`config.mk`:
```
export PLATFORM = sky130hd
export DESIGN_NAME = bb_ext_arbiter
export DESIGN_NICKNAME = d
export VERILOG_FILES = /design/src/rtl/bb_ext_arbiter.sv
export SDC_FILE = /design/constraint.sdc
export NUM_CORES = 1
export LEC_CHECK = 0
export ABC_AREA = 1
export BUFFER_PORTS_ARGS = -buffer_cell sky130_fd_sc_hd__clkbuf_2
export CAP_MARGIN = 20
export CORE_AREA = 5 5 154 156
export CTS_CLUSTER_SIZE = 40
export DETAILED_ROUTE_END_ITERATION = 10
export DIE_AREA = 0 0 159 161
export GPL_ROUTABILITY_DRIVEN = 0
export PLACE_DENSITY = 0.47
export SYNTH_ARGS = -nofsm -noshare
export SYNTH_HDL_FRONTEND = slang
export SYNTH_SLANG_ARGS = --single-unit
```
`constraint.sdc`:
```
create_clock -name clk -period 2.57 [get_ports clk]
set_input_delay 0.257 -clock clk [delete_from_list [all_inputs] [get_ports clk]]
set_output_delay 0.257 -clock clk [all_outputs]
set_load 0.01 [all_outputs]
```
`src/rtl/bb_ext_arbiter.sv`:
```
// Shares one fixed-latency external Blackbone memory port between NUM_REQ requesters:
// round-robin arbitration with bounded bursts, read data routed back by requester id.
module bb_ext_arbiter #(
    parameter int NUM_REQ      = 4,
    parameter int AW           = 32,
    parameter int DW           = 32,
    parameter int READ_LATENCY = 1,
    parameter int MAX_BURST    = 4
) (
    input  logic                   clk,
    input  logic                   rst,
    input  logic [NUM_REQ*AW-1:0]  req_addr_i,
    input  logic [NUM_REQ*DW-1:0]  req_din_i,
    input  logic [NUM_REQ-1:0]     req_en_i,
    input  logic [NUM_REQ-1:0]     req_we_i,
    output logic [NUM_REQ-1:0]     req_gnt_o,
    output logic [DW-1:0]          req_dout_o,
    output logic [NUM_REQ-1:0]     req_rvalid_o,
    output logic [AW-1:0]          bb_ext_addr_o,
    output logic [DW-1:0]          bb_ext_din_o,
    output logic                   bb_ext_en_o,
    output logic                   bb_ext_we_o,
    input  logic [DW-1:0]          bb_ext_dout_i
);
    localparam int IW = $clog2(NUM_REQ);
    localparam int CW = $clog2(MAX_BURST + 1);

    logic [IW-1:0] ptr_q, ptr_d, owner_q, owner_d;
    logic          owner_valid_q, owner_valid_d;
    logic [CW-1:0] burst_cnt_q, burst_cnt_d;

    logic          gnt_any;
    logic [IW-1:0] gnt_id, gnt_nxt;

    logic [READ_LATENCY-1:0]         rd_vld_pipe_q;
    logic [READ_LATENCY-1:0][IW-1:0] rd_id_pipe_q;

    // Owner keeps the port while it still requests and has burst budget left.
    always_comb begin
        int idx;
        idx     = 0;
        gnt_any = 1'b0;
        gnt_id  = '0;
        if (owner_valid_q && req_en_i[owner_q] && (burst_cnt_q < CW'(MAX_BURST))) begin
            gnt_any = 1'b1;
            gnt_id  = owner_q;
        end else begin
            for (int k = 0; k < NUM_REQ; k++) begin
                idx = int'(ptr_q) + k;
                if (idx >= NUM_REQ) idx = idx - NUM_REQ;
                if (!gnt_any && req_en_i[idx]) begin
                    gnt_any = 1'b1;
                    gnt_id  = IW'(idx);
                end
            end
        end
    end

    assign gnt_nxt       = (int'(gnt_id) == NUM_REQ - 1) ? '0 : gnt_id + 1'b1;
    assign req_gnt_o     = gnt_any ? (NUM_REQ'(1) << gnt_id) : '0;
    assign bb_ext_en_o   = gnt_any;
    assign bb_ext_addr_o = gnt_any ? req_addr_i[int'(gnt_id)*AW +: AW] : '0;
    assign bb_ext_din_o  = gnt_any ? req_din_i[int'(gnt_id)*DW +: DW] : '0;
    assign bb_ext_we_o   = gnt_any ? req_we_i[gnt_id] : 1'b0;

    always_comb begin
        logic [CW-1:0] cnt_new;
        cnt_new       = '0;
        ptr_d         = ptr_q;
        owner_d       = owner_q;
        owner_valid_d = owner_valid_q;
        burst_cnt_d   = burst_cnt_q;
        if (owner_valid_q && !req_en_i[owner_q]) begin
            owner_valid_d = 1'b0;
            burst_cnt_d   = '0;
        end
        if (gnt_any) begin
            if (owner_valid_q && gnt_id == owner_q) begin
                cnt_new = burst_cnt_q + 1'b1;
            end else begin
                owner_d       = gnt_id;
                owner_valid_d = 1'b1;
                cnt_new       = CW'(1);
                ptr_d         = gnt_nxt;
            end
            burst_cnt_d = cnt_new;
            // Budget exhausted: release ownership; a lone requester simply wins the search again.
            if (cnt_new == CW'(MAX_BURST)) begin
                ptr_d         = gnt_nxt;
                owner_valid_d = 1'b0;
                burst_cnt_d   = '0;
            end
        end
    end

    always_ff @(posedge clk) begin
        if (rst) begin
            ptr_q         <= '0;
            owner_q       <= '0;
            owner_valid_q <= 1'b0;
            burst_cnt_q   <= '0;
            rd_vld_pipe_q <= '0;
            rd_id_pipe_q  <= '0;
        end else begin
            ptr_q            <= ptr_d;
            owner_q          <= owner_d;
            owner_valid_q    <= owner_valid_d;
            burst_cnt_q      <= burst_cnt_d;
            rd_vld_pipe_q[0] <= gnt_any & ~req_we_i[gnt_id];
            rd_id_pipe_q[0]  <= gnt_id;
            for (int s = 1; s < READ_LATENCY; s++) begin
                rd_vld_pipe_q[s] <= rd_vld_pipe_q[s-1];
                rd_id_pipe_q[s]  <= rd_id_pipe_q[s-1];
            end
        end
    end

    assign req_rvalid_o = rd_vld_pipe_q[READ_LATENCY-1] ?
                          (NUM_REQ'(1) << rd_id_pipe_q[READ_LATENCY-1]) : '0;
    assign req_dout_o   = bb_ext_dout_i;
endmodule

```
==> impl_results.md <==
* Final worst setup slack at -0.136 ns
* Post-route ant nets at 0
* Final Hold Fails at 0
* Area grow syn2layout at 92.4%
* Core ar. at roughly 22000 um2
* First-pass detailed-route iteration total at 4
* Peak supply drop at 0.000748 V
* Yosys cell types at 33
* F_max at 0.370 GHz
* Async S/R FF share, synth at 0%
* Largest net degree at the start of global routing at 38
* Leakage Power at 0.00343 uW
* Worst-path clk slew at about 0.040 ns
* Synth area leaders: o21bai_1 (14%), nor2_1 (13%), o21ai_1 (12%), a21oi_1 (9.9%), buf_4 (7.0%)
* Most frequent cell after synthesis: nor2_1
* Final cycle utilization of the critical path at 105%
* Power density cells at ~2400 nW/um2
* R2r setup slk at around 0.03 ns
* Worst-skew pair later-pin latency at 0.24 ns
* Worst setup EP type: output port
* Final Setup Violations at 65
* Crit Path Category: register to output port
* PortBufs at ~340
* Avg WL per Cell at 18.1 um
* Congestion Overflow GR at 0
* Synth top area share at between 10% and 20%
* Fillers at between 2000 and 3000
* CTS Buf Count at 3
* Pre-CTS WS at -0.102 ns
* Hold EP: burst_cnt_q[0]
* Synth top cells by count: nor2_1 (127), o21ai_1 (84), a21oi_1 (70)
* DIE AREA at 25600 um2
* Crit Path Max Fanout at 8
* Initial antenna violation count at 1
* DRC Markers at 0
* Clock Skew at 0.00192 ns
* DP Wirelength at 15.0 mm
* Worst hold stages at 2
* Critical Path Source Type: register
* R2r worst-path depth at 19
* Vias/cell at around 4.5
* Seq/Total Area, Yosys at 6.20%
* First-pass GRT wire length at 31.0 mm
* Synth Cell Area at about 3600 um2
* Ys flop type: dfxtp_1
* Setup TNS at -4.04 ns
* Failing checks: negative setup slack
* Initial Util at 16.0%
* Fin. max-slew vios at 0
* Status: finished, violations left
* CTS tree: yes
* Mean Syn Cell Area at 5.61 um2
* Level count of the clock H-tree at 1
* MaxCap Viol Count at 0
* Sink Count at 11
* Clk root buf: clkbuf_16
* Vias in the first global route at 5404
* FF-to-FF End: owner_valid_q
* WP data arrival at 2.45 ns
* RSZ-0062 raised after global routing: true
* Post-Syn Instances at 633
* Die Span Y at roughly 160 um
* Min-delay src: rst
* Warnings from Yosys at 0
* Top cell type by total area after synthesis: o21bai_1
* Rows at 55
* GRT Total Usage at ~15%
* Post-route minimum period at 2.71 ns
* Clk buf depth at 2
* Slew margin rel. at between 60% and 70%
* Slew @ Worst Pin at roughly 0.49 ns
* Layout cells sized above 1 at 55.5%
* Number of I/O pins at 404
* #FFs+latches synth at 11
* Post-synth EDFFs at 0
* Post-Syn Nets at 936
* CP required at 2.31 ns
* Hold Crit Class: input pin to register
* Final WL at roughly 23 mm
* Reg2reg start: ptr_q[0]
* Initial drt markers at a little over 300
* Vias at 5661
* Ant diodes at 0
* DIE WIDTH at 159 um
* # nets final at 1277
==> cell type report <==
cell class                      instances  area (um2)  share of cell area [%]
Sequential cell                        11         228                    3.33
Tap cell                              285         357                    5.22
Multi-Input combinational cell        507        3020                    44.1
Timing Repair Buffer                  416        2990                    43.7
Clock buffer                            4        78.8                    1.15
Inverter                               33         146                    2.14
Timing Repair inverter                  2        22.5                   0.330
==> cell usage in the layout, fill, tap and decap left out, types with 14 or more instances in the layout <==
master	instances
clkbuf_2	283
o21ai_1	93
nor2_1	93
a21oi_1	63
o21bai_1	61
buf_2	55
nand2_1	41
nor2_2	34
buf_4	25
inv_1	24
o21ai_0	24
buf_16	15
o21ai_2	14
clkbuf_16	14
==> metal layers <==
metal | up-vias | part of all wire (%) | wire length, um | global-route usage [%]
li1 | 2801 | - | - | -
met1 | 2602 | 44 | 9950 | 19.7
met2 | 223 | 49 | 11200 | 25.8
met3 | 33 | 5.6 | 1280 | 2.37
met4 | 2 | 1.5 | 339 | 2.17
met5 | - | 0.053 | 12 | 0
==> worst max-delay path, cell delays in order, from the launching register on <==
cell	delay, ns
dfxtp_4	0.36
buf_8	0.14
nand2_4	0.06
nand2_4	0.07
nand2_4	0.07
nand2_4	0.05
nor2_4	0.16
nand3_2	0.10
nand2_2	0.07
inv_2	0.05
nand2_4	0.10
o21ai_4	0.10
buf_12	0.15
buf_12	0.12
buf_16	0.13
nor2_2	0.11
o21ai_2	0.08
a21oi_2	0.14
buf_2	0.14
==> kinds of logic (layout without fill, tap and decap cells) <==
group / count (synthesis) / count (layout) / synth area share, %
AND/OR/NAND/NOR: 228 / 228 / 27.1
adder cells (fa/ha/maj): 5 / 5 / 1.76
flip-flops: 11 / 11 / 6.20
XOR/XNOR: 1 / 1 / 0.247
AO/OA/AOI/OAI: 272 / 273 / 43.6
buffers and inverters: 116 / 455 / 21.1
==> worst max path at each step <==
| stage | startpoint | end | cells after the start |
|---|---|---|---|
| after floorplan | ptr_q[0] | bb_ext_din_o[26] | 14 |
| after global placement | ptr_q[1] | bb_ext_addr_o[0] | 15 |
| after detailed placement | ptr_q[1] | bb_ext_addr_o[0] | 15 |
| after CTS | ptr_q[0] | bb_ext_din_o[8] | 16 |
| after global routing | ptr_q[0] | bb_ext_addr_o[3] | 16 |
| final | ptr_q[0] | bb_ext_din_o[26] | 18 |
==> flip-flops by register name, indices dropped and copies added, names as in the netlist <==
register       cells
owner_q            2
rd_vld_pipe_q      1
ptr_q              2
rd_id_pipe_q       2
burst_cnt_q        3
owner_valid_q      1
==> per-stage QoR <==
stage	cell area, um2	hold slack (ns)	power, uW	std cells	util (%)
4_1_cts	6050	0.259	14000	1232	27.2
3_5_place_dp	5300	0.468	10900	1201	23.8
5_1_grt	6830	0.282	17700	1258	30.7
6_report	6830	0.259	16500	1258	30.7
3_3_place_gp	5300	0.471	11000	1201	23.8
2_1_floorplan	3550	0.326	7520	633	-
==> timing repair <==
item	in CTS	in global routing
pin swaps	18	50
cloned	15	15
endpoints found under the setup margin	69	74
hold buffers	0	0
buffers inserted	12	13
gates resized for setup	64	188
==> power breakdown <==
group	total [uW]	internal, uW	switching (uW)
Clock	282	208	73.9
Sequential	313	244	68.5
Combinational	15900	7530	8370
Note: power is estimated with default switching activity, not from simulation.
